<file path="config.mk">
export PLATFORM = sky130hd
export DESIGN_NAME = round_sequencer_flat
export DESIGN_NICKNAME = d
export VERILOG_FILES = /design/src/rtl/round_sequencer_if.sv /design/src/rtl/round_sequencer.sv /design/src/flat_wrapper.sv
export SDC_FILE = /design/constraint.sdc
export NUM_CORES = 1
export LEC_CHECK = 0
export CELL_PAD_IN_SITES_DETAIL_PLACEMENT = 2
export CELL_PAD_IN_SITES_GLOBAL_PLACEMENT = 2
export CORE_MARGIN = 2
export CORE_UTILIZATION = 35
export CTS_CLUSTER_SIZE = 12
export DETAILED_ROUTE_END_ITERATION = 6
export DONT_BUFFER_PORTS = 1
export PLACE_DENSITY_LB_ADDON = 0.05
export SYNTH_ARGS = -nofsm -noshare
export SYNTH_HDL_FRONTEND = slang
export SYNTH_SLANG_ARGS = --single-unit
</file>
<file path="constraint.sdc">
create_clock -name clk -period 1.9 [get_ports clk]
set_input_delay 0.38 -clock clk [delete_from_list [all_inputs] [get_ports clk]]
set_output_delay 0.38 -clock clk [all_outputs]
set_load 0.02 [all_outputs]
</file>
<file path="src/rtl/round_sequencer_if.sv">
// ---------------------------------------------------------------------------
// round_sequencer_if
// Groups the handshake and status signals between the round sequencer and the
// rest of the game: button levels, engine outcome, level regeneration and the
// display/status outputs.
//
// Parameter
//   RATING_WIDTH        width of o_current_rating
// Signals
//   i_start_game        start button level
//   i_pause_game        pause button level
//   i_is_win            engine reports the round won
//   i_is_lose           engine reports the round lost
//   i_ready             level regeneration finished
//   o_regenerate_level  level regeneration request
//   o_game_running      engines run while high
//   o_image_number      0 title, 1 win, 2 lose, 3 pause
//   o_current_rating    session rating
//   o_countdown         seconds left before the round starts
// Modports
//   master              game side: drives the i_* signals, reads the o_* signals
//   slave               sequencer side
// ---------------------------------------------------------------------------
interface round_sequencer_if #(
   parameter int RATING_WIDTH = 8
);
   logic                    i_start_game;
   logic                    i_pause_game;
   logic                    i_is_win;
   logic                    i_is_lose;
   logic                    i_ready;
   logic                    o_regenerate_level;
   logic                    o_game_running;
   logic [1:0]              o_image_number;
   logic [RATING_WIDTH-1:0] o_current_rating;
   logic [3:0]              o_countdown;

   modport master (
      output i_start_game, i_pause_game, i_is_win, i_is_lose, i_ready,
      input  o_regenerate_level, o_game_running, o_image_number,
             o_current_rating, o_countdown
   );

   modport slave (
      input  i_start_game, i_pause_game, i_is_win, i_is_lose, i_ready,
      output o_regenerate_level, o_game_running, o_image_number,
             o_current_rating, o_countdown
   );
endinterface

</file>
<file path="src/rtl/round_sequencer.sv">
// ---------------------------------------------------------------------------
// round_sequencer
// Game round controller: title screen, level regeneration with retry, pre-round
// countdown, running / paused play, and win / lose banners with a saturating
// session rating.
//
// Ports
//   clk    single clock
//   rst_n  synchronous active-low reset
//   bus    round_sequencer_if.slave (buttons, outcome, regen handshake, status)
//
// Optional feature
//   ROUND_SEQ_AUTOSTART_EN  when defined, the WIN banner leaves for REGEN by
//                           itself after HOLD_CYCLES cycles without a start edge.
//
// All outputs decode from registered state only.
// ---------------------------------------------------------------------------
module round_sequencer #(
   parameter int RATING_WIDTH  = 8,
   parameter int CLK_PER_SEC   = 25_000_000,
   parameter int COUNTDOWN_SEC = 3,
   parameter int REGEN_TIMEOUT = 1024,
   parameter int HOLD_CYCLES   = 50_000_000
) (
   input logic               clk,
   input logic               rst_n,
   round_sequencer_if.slave  bus
);

   typedef enum logic [2:0] {
      S_IDLE,
      S_REGEN,
      S_COUNTDOWN,
      S_RUN,
      S_PAUSED,
      S_WIN,
      S_LOSE
   } state_e;

   localparam int SEC_W   = (CLK_PER_SEC   > 1) ? $clog2(CLK_PER_SEC)   : 1;
   localparam int REGEN_W = (REGEN_TIMEOUT > 1) ? $clog2(REGEN_TIMEOUT) : 1;
   localparam logic [SEC_W-1:0]   SEC_LAST   = SEC_W'(CLK_PER_SEC - 1);
   localparam logic [REGEN_W-1:0] REGEN_LAST = REGEN_W'(REGEN_TIMEOUT - 1);
   localparam logic [3:0]         CD_LOAD    = 4'(COUNTDOWN_SEC);

`ifdef ROUND_SEQ_AUTOSTART_EN
   localparam int HOLD_W = (HOLD_CYCLES > 1) ? $clog2(HOLD_CYCLES) : 1;
   localparam logic [HOLD_W-1:0] HOLD_LAST = HOLD_W'(HOLD_CYCLES - 1);
   logic [HOLD_W-1:0] hold_q, hold_d;
`endif

   state_e                  state_q, state_d;
   logic [SEC_W-1:0]        sec_q, sec_d;
   logic [REGEN_W-1:0]      regen_q, regen_d;
   logic                    gap_q, gap_d;
   logic [3:0]              cd_q, cd_d;
   logic [RATING_WIDTH-1:0] rating_q, rating_d;
   logic                    start_hist_q, pause_hist_q;
   logic                    armed_q;
   logic                    start_edge, pause_edge;

   // armed_q stays low for the first cycle after reset so a button held
   // through reset is absorbed into the history rather than seen as a press.
   assign start_edge = bus.i_start_game & ~start_hist_q & armed_q;
   assign pause_edge = bus.i_pause_game & ~pause_hist_q & armed_q;

   // NOTE: sequential state uses non-blocking assignments so every flop
   // samples the pre-edge values regardless of statement order.
   always_ff @(posedge clk) begin
      if (!rst_n) begin
         state_q      <= S_IDLE;
         sec_q        <= '0;
         regen_q      <= '0;
         gap_q        <= 1'b0;
         cd_q         <= '0;
         rating_q     <= '0;
         start_hist_q <= 1'b0;
         pause_hist_q <= 1'b0;
         armed_q      <= 1'b0;
`ifdef ROUND_SEQ_AUTOSTART_EN
         hold_q       <= '0;
`endif
      end else begin
         state_q      <= state_d;
         sec_q        <= sec_d;
         regen_q      <= regen_d;
         gap_q        <= gap_d;
         cd_q         <= cd_d;
         rating_q     <= rating_d;
         start_hist_q <= bus.i_start_game;
         pause_hist_q <= bus.i_pause_game;
         armed_q      <= 1'b1;
`ifdef ROUND_SEQ_AUTOSTART_EN
         hold_q       <= hold_d;
`endif
      end
   end

   // NOTE: every variable gets a default before the case so no path leaves
   // one unassigned, which would infer a latch. Timers default to zero so
   // each state entry starts them from a clean value.
   always_comb begin
      state_d  = state_q;
      sec_d    = '0;
      regen_d  = '0;
      gap_d    = 1'b0;
      cd_d     = '0;
      rating_d = rating_q;
`ifdef ROUND_SEQ_AUTOSTART_EN
      hold_d   = '0;
`endif
      unique case (state_q)
         S_IDLE: begin
            if (start_edge) state_d = S_REGEN;
         end
         S_REGEN: begin
            if (bus.i_ready) begin
               state_d = S_COUNTDOWN;
               cd_d    = CD_LOAD;
            end else if (gap_q) begin
               // One-cycle request drop is over; timer restarts from zero.
               gap_d   = 1'b0;
            end else if (regen_q == REGEN_LAST) begin
               gap_d   = 1'b1;
            end else begin
               regen_d = regen_q + 1'b1;
            end
         end
         S_COUNTDOWN: begin
            cd_d = cd_q;
            if (sec_q == SEC_LAST) begin
               if (cd_q <= 4'd1) begin
                  state_d = S_RUN;
                  cd_d    = '0;
               end else begin
                  cd_d    = cd_q - 4'd1;
               end
            end else begin
               sec_d = sec_q + 1'b1;
            end
         end
         S_RUN: begin
            // Lose wins over win, so a simultaneous report counts as a loss.
            if (bus.i_is_lose) begin
               state_d = S_LOSE;
               if (rating_q != '0) rating_d = rating_q - 1'b1;
            end else if (bus.i_is_win) begin
               state_d = S_WIN;
               if (rating_q != '1) rating_d = rating_q + 1'b1;
            end else if (pause_edge) begin
               state_d = S_PAUSED;
            end
         end
         S_PAUSED: begin
            if (start_edge) state_d = S_RUN;
         end
         S_WIN: begin
            if (start_edge) begin
               state_d = S_REGEN;
`ifdef ROUND_SEQ_AUTOSTART_EN
            end else if (hold_q == HOLD_LAST) begin
               state_d = S_REGEN;
            end else begin
               hold_d  = hold_q + 1'b1;
`endif
            end
         end
         S_LOSE: begin
            if (start_edge) state_d = S_REGEN;
         end
         default: state_d = S_IDLE;
      endcase
   end

   assign bus.o_regenerate_level = (state_q == S_REGEN) && !gap_q;
   assign bus.o_game_running     = (state_q == S_RUN);
   assign bus.o_countdown        = cd_q;
   assign bus.o_current_rating   = rating_q;

   always_comb begin
      unique case (state_q)
         S_WIN:    bus.o_image_number = 2'd1;
         S_LOSE:   bus.o_image_number = 2'd2;
         S_PAUSED: bus.o_image_number = 2'd3;
         default:  bus.o_image_number = 2'd0;
      endcase
   end

endmodule

</file>
<file path="src/flat_wrapper.sv">
// flat-port wrapper written by rule: the top's interface ports become plain ports
module round_sequencer_flat 
#(
   parameter int RATING_WIDTH  = 8,
   parameter int CLK_PER_SEC   = 25_000_000,
   parameter int COUNTDOWN_SEC = 3,
   parameter int REGEN_TIMEOUT = 1024,
   parameter int HOLD_CYCLES   = 50_000_000
)
  (clk, rst_n, bus_i_start_game, bus_i_pause_game, bus_i_is_win, bus_i_is_lose, bus_i_ready, bus_o_regenerate_level, bus_o_game_running, bus_o_image_number, bus_o_current_rating, bus_o_countdown);
  round_sequencer_if #(.RATING_WIDTH(RATING_WIDTH)) bus_i ();
  input logic clk;
  input logic rst_n;
  input wire logic [$bits(bus_i.i_start_game)-1:0] bus_i_start_game;
  input wire logic [$bits(bus_i.i_pause_game)-1:0] bus_i_pause_game;
  input wire logic [$bits(bus_i.i_is_win)-1:0] bus_i_is_win;
  input wire logic [$bits(bus_i.i_is_lose)-1:0] bus_i_is_lose;
  input wire logic [$bits(bus_i.i_ready)-1:0] bus_i_ready;
  output wire logic [$bits(bus_i.o_regenerate_level)-1:0] bus_o_regenerate_level;
  output wire logic [$bits(bus_i.o_game_running)-1:0] bus_o_game_running;
  output wire logic [$bits(bus_i.o_image_number)-1:0] bus_o_image_number;
  output wire logic [$bits(bus_i.o_current_rating)-1:0] bus_o_current_rating;
  output wire logic [$bits(bus_i.o_countdown)-1:0] bus_o_countdown;
  assign bus_i.i_start_game = bus_i_start_game;
  assign bus_i.i_pause_game = bus_i_pause_game;
  assign bus_i.i_is_win = bus_i_is_win;
  assign bus_i.i_is_lose = bus_i_is_lose;
  assign bus_i.i_ready = bus_i_ready;
  assign bus_o_regenerate_level = bus_i.o_regenerate_level;
  assign bus_o_game_running = bus_i.o_game_running;
  assign bus_o_image_number = bus_i.o_image_number;
  assign bus_o_current_rating = bus_i.o_current_rating;
  assign bus_o_countdown = bus_i.o_countdown;
  round_sequencer #(.RATING_WIDTH(RATING_WIDTH), .CLK_PER_SEC(CLK_PER_SEC), .COUNTDOWN_SEC(COUNTDOWN_SEC), .REGEN_TIMEOUT(REGEN_TIMEOUT), .HOLD_CYCLES(HOLD_CYCLES)) u_core (.clk(clk), .rst_n(rst_n), .bus(bus_i));
endmodule
</file>
==> Word level (Yosys, flattened, before mapping) <==
Cells that the tools add are included.
{ "classes": {"addsub": 5, "order_cmp": 1, "eq_ne": 16, "n_mux": 20, "bitwise": 9, "n_reduce_logical": 12} }
{ "op_table": {"columns": ["operator", "n"], "rows": [
  ["$mux 8", 4],
  ["$add 25x1->25 const B", 1],
  ["$eq 25x25->1 const B", 1],
  ["$mux 3", 8],
  ["$pmux 3 s5", 1],
  ["$add 10x1->10 const B", 1],
  ["$eq 10x10->1 const B", 1],
  ["$ne 2x1->1 const B", 5],
  ["$eq 3x3->1 const B", 3],
  ["$add 8x1->8 const B", 1],
  ["$mux 4", 2],
  ["$ne 8x8->1 const B", 1],
  ["$pmux 4 s2", 1],
  ["$reduce_bool 8->1", 1],
  ["$sub 8x1->8 const B", 1],
  ["$eq 3x2->1 const B", 2],
  ["$pmux 2 s3", 1],
  ["$reduce_and 6->1", 1],
  ["$reduce_or 3->1", 2],
  ["$not 1->1", 5],
  ["$reduce_or 5->1", 1],
  ["$and 1x1->1", 4],
  ["$le 4x1->1 const B", 1],
  ["$ne 4x3->1 const B", 1],
  ["other kinds (11)", 13]
]} }
{ "word_totals": {"register_bits": 54, "out_inout_bits": 16} }

==> Logic depth before layout (Yosys ltp) <==
{ "depth": {"ltp_word": 7, "mapped_depth": 8} }

==> Worst setup path after synthesis <==
Ideal clock, no wire load.
{ "synth_path": {"path_kind": "register to register", "startpoint": "register u_core.rating_q[2] (netlist: u_core.bus.o_current_rating[2])", "endpoint": "register u_core.rating_q[6] (netlist: u_core.bus.o_current_rating[6])", "arrival_ns": 1.910, "t_required_ns": 1.830, "path_slack_ns": -0.081, "stages_incl_launch_ff": 7, "path_cell_list": "dfxtp_1 -> ha_1 -> nor2b_1 -> o31a_1 -> or4_1 -> a31o_2 -> a21oi_1"} }
{ "synth_via": {"elab_chain_cells": 4} }
{ "synth_rtl": {"columns": ["element", "line", "source"], "rows": [
  ["start: declaration", "round_sequencer.sv:57", "logic [RATING_WIDTH-1:0] rating_q, rating_d;"],
  ["start signal: assignment", "round_sequencer.sv:89", "rating_q <= rating_d;"],
  ["$add 8x1->8", "round_sequencer.sv:149", "if (rating_q != '1) rating_d = rating_q + 1'b1;"],
  ["$mux 8", "round_sequencer.sv:149", null],
  ["$mux 8", "round_sequencer.sv:147", "end else if (bus.i_is_win) begin"],
  ["$mux 8", "round_sequencer.sv:144", "if (bus.i_is_lose) begin"]
]} }
Parallel ways exist; a longest one is shown, timed or not. The select of a mux whose other input is x is not followed.
A chain may end at the register's enable or synchronous reset.

==> Worst setup path in the final report <==
{ "layout_path": {"startpoint": "register u_core.rating_q[0] (netlist: u_core.bus.o_current_rating[0])", "endpoint": "register u_core.rating_q[6] (netlist: u_core.bus.o_current_rating[6])"} }
Same word-level chain as after synthesis.

==> impl_metrics.py <==
metrics = {
    "power": {
        "irDropWorstVdd_mv": 0.276,
        "power_mw": 2.53,
        "p_leak_nw": 1.27,
        "power_density_nw_per_um2": 736,
    },
    "drt": {
        "viasPerCell": 5.24,
        "drt_first_iter_violations": 64,
        "dr_total_vias": 2417,
        "drt-wirelength-per-cell_um": 17.8,
        "drt_pre_antenna_iters": 4,
        "drc": 0,
        "final_antenna_net_count": 0,
        "wl_um": 8230,
    },
    "critical_path": {
        "path_cells": "inv_2 > fa_2 > nor2b_1 > o31a_1 > or4_1 > a31o_2 > a21oi_2",
        "critPathRequiredTime_ps": 2150,
        "max_stage_delay_ps": 420,
        "end_kind": "flop",
        "arrival_ps": 2190,
        "crit_type": "reg2reg",
        "crit_fanout": 4,
        "crit_buf_inv": 1,
        "cp_top_family": "compound AO/OA/AOI/OAI gates",
        "critPathLaunchType": "flop",
        "cpMaxStageDelayCell": "or4_1",
    },
    "clock_tree": {
        "cts_sinks": 54,
        "clk-insertion-delay-late_ps": 310,
        "cts_tree": "done",
        "cts.reportedPaths.clkPinSlew_ps": 100,
        "cts_max_path_buffers": 2,
        "ctsHoldBuffers": 0,
        "cts_root_buffer": "clkbuf_8",
        "htreeDepth": 2,
        "cts_inserted_buffers": 5,
    },
    "outcome": {
        "violations": "setup timing",
        "outcome": "complete, but fails checks",
    },
    "sta": {
        "rsz0062_at_grt": "true",
        "min_period_ps": 1940,
        "worst_slack_ps": -43.7,
        "fmax_ghz": 0.514,
        "finalClockSkew_ps": 10.1,
        "fin_crit_sh_pct": 102,
        "slew-limit-headroom_pct": 66.8,
        "setup_violations": 2,
        "fin_setup_tns_ps": -46.5,
        "slew_violations": 0,
        "hold_viol_final": 0,
        "tightest_slew_ps": 497,
    },
    "synthesis": {
        "ys_types": 55,
        "ys_warn_count": 0,
        "syn_area_sq_um": 2690,
        "yosys_register_bits": 54,
        "synth-edff-count": 0,
        "syn_area_per_cell_sq_um": 8.73,
        "syn-instance-count": 308,
        "synthArstFlopShare_pct": 0,
        "yosysSeqAreaShare_pct": 40.2,
        "yosys_most_used_dff": "dfxtp_1",
        "syn-num-nets": 326,
    },
    "layout": {
        "diodes": 0,
        "final_common_cell": "nor2_1",
        "area_delta_synth_final_pct": 27.6,
        "n_fill_cell": 801,
        "final_cell_mix": "nor2_1 (55), buf_4 (50), dfxtp_1 (47), nand2_1 (19), xor2_1 (19)",
        "drive_gt1_share_pct": 26.5,
        "fin_area_sq_um": 3430,
        "utilization_pct": 46.8,
        "final_nets": 380,
    },
    "die": {
        "start_util_pct": 36.7,
        "die_h_um": 91.7,
        "io_pins": 23,
        "dieArea_sq_um": 8400,
        "die_w_um": 91.7,
        "core_area_sq_um": 7330,
        "rows": 31,
    },
    "placement": {
        "place_congestion": 0.783,
        "placed_area_sq_um": 3100,
        "portBuffers": 0,
        "dp_hpwl_um": 5210,
        "dp_slack_ps": -107,
    },
    "hold_path": {
        "holdCritPathClass": "in2reg",
    },
    "global_routing": {
        "overflow": 0,
        "grt_max_degree": 25,
        "grt_pass1_vias": 2493,
        "grt_pass1_wl_um": 12400,
        "grt_antenna_before_repair": 0,
        "grt_usage_pct": 18.0,
    },
    "job": {
        "maxCapViolCount": 0,
    },
}
==> power breakdown <==
part	total (mW)	switching (mW)	internal, mW
clock	0.647	0.393	0.254
sequential	1.24	0.0655	1.18
combinational	0.638	0.350	0.288
==> worst reg2reg max path: cells and delay by family, from the launching register on <==
family | cells | cell delay [ps]
compound gates | 3 | 690
flops | 1 | 360
buf+inv | 1 | 100
simple gates | 2 | 490
fa+ha+maj | 1 | 250
==> final timing paths <==
kind | start | to | slack (ps) | cells past startpoint
setup / recovery | u_core.bus.o_current_rating[0] | u_core.bus.o_current_rating[6] | -40 | 7
setup reg to reg | u_core.bus.o_current_rating[0] | u_core.bus.o_current_rating[6] | -40 | 7
hold reg to reg | u_core.regen_q[0] | u_core.regen_q[0] | 510 | 1
hold / removal | rst_n | u_core.armed_q | 90 | 0
==> through the flow <==
| stage | hold slack (ps) | instances |
|---|---|---|
| 5_1_grt | 75.6 | 461 |
| 3_3_place_gp | 409 | 441 |
| 2_1_floorplan | 408 | 308 |
| 3_5_place_dp | 409 | 441 |
| 4_1_cts | 85.6 | 448 |
| 6_report | 88.6 | 461 |
==> area by class of cell <==
| type | count | area [sq um] | area share (%) |
|---|---|---|---|
| Sequential cell | 54 | 1090 | 31.9 |
| Inverter | 12 | 47.5 | 1.38 |
| Timing Repair Buffer | 53 | 418 | 12.2 |
| Clock buffer | 6 | 72.6 | 2.11 |
| Multi-Input combinational cell | 236 | 1670 | 48.6 |
| Clock inverter | 1 | 7.51 | 0.219 |
| Tap cell | 99 | 124 | 3.61 |
==> synth_stat cells, drive strengths merged, types with 2 or more instances <==
library cell | count | share of area [%]
clkbuf | 4 | 0.56
and2 | 3 | 0.70
a21oi | 8 | 1.5
mux2i | 6 | 2.2
dfxtp | 54 | 40
nor4 | 4 | 1.2
and4 | 2 | 0.65
nor4b | 2 | 0.65
inv | 12 | 1.7
or3 | 2 | 0.47
or4b | 3 | 1.1
o311a | 2 | 0.79
a21o | 2 | 0.56
o21a | 2 | 0.56
nand2 | 19 | 2.7
xor2 | 19 | 6.2
or2 | 2 | 0.47
nand4 | 11 | 2.6
o21ai | 4 | 0.74
xnor2 | 16 | 5.2
and3 | 7 | 1.7
buf | 2 | 0.70
nor2 | 57 | 8.2
ha | 10 | 4.7
nor3 | 9 | 1.9
nand3 | 18 | 3.5
nand2b | 2 | 0.47
nor2b | 5 | 1.2
nand3b | 2 | 0.56
==> timing repair <==
action / 4_1_cts / 5_1_grt
cloned: 0 / 1
pin swaps: 2 / 15
setup buffers: 0 / 12
resized for setup: 7 / 26
endpoints found under the setup margin: 4 / 18
==> layer usage <==
layer	up-vias	global-route usage, %	routed length, um
met4	0	4.55	177
met2	27	30.7	4100
met3	13	4.03	237
met5	-	0	0
met1	1204	23.1	3710
li1	1173	-	-
==> logic make-up after synthesis <==
kind of cell    share of synthesized area (%)
simple gates                             29.5
flops                                    40.2
xor+xnor                                 11.4
compound gates                           8.05
buf+inv                                  3.26
fa+ha+maj                                5.40
mux                                      2.23
==> flip-flops by register name, indices dropped and copies added (netlist names) <==
| name | count |
|---|---|
| u_core.start_hist_q | 1 |
| u_core.gap_q | 1 |
| u_core.armed_q | 1 |
| u_core.sec_q | 25 |
| u_core.pause_hist_q | 1 |
| u_core.bus.o_current_rating | 8 |
| u_core.state_q | 3 |
| u_core.bus.o_countdown | 4 |
| u_core.regen_q | 10 |
Note: power is estimated with default switching activity, not from simulation.
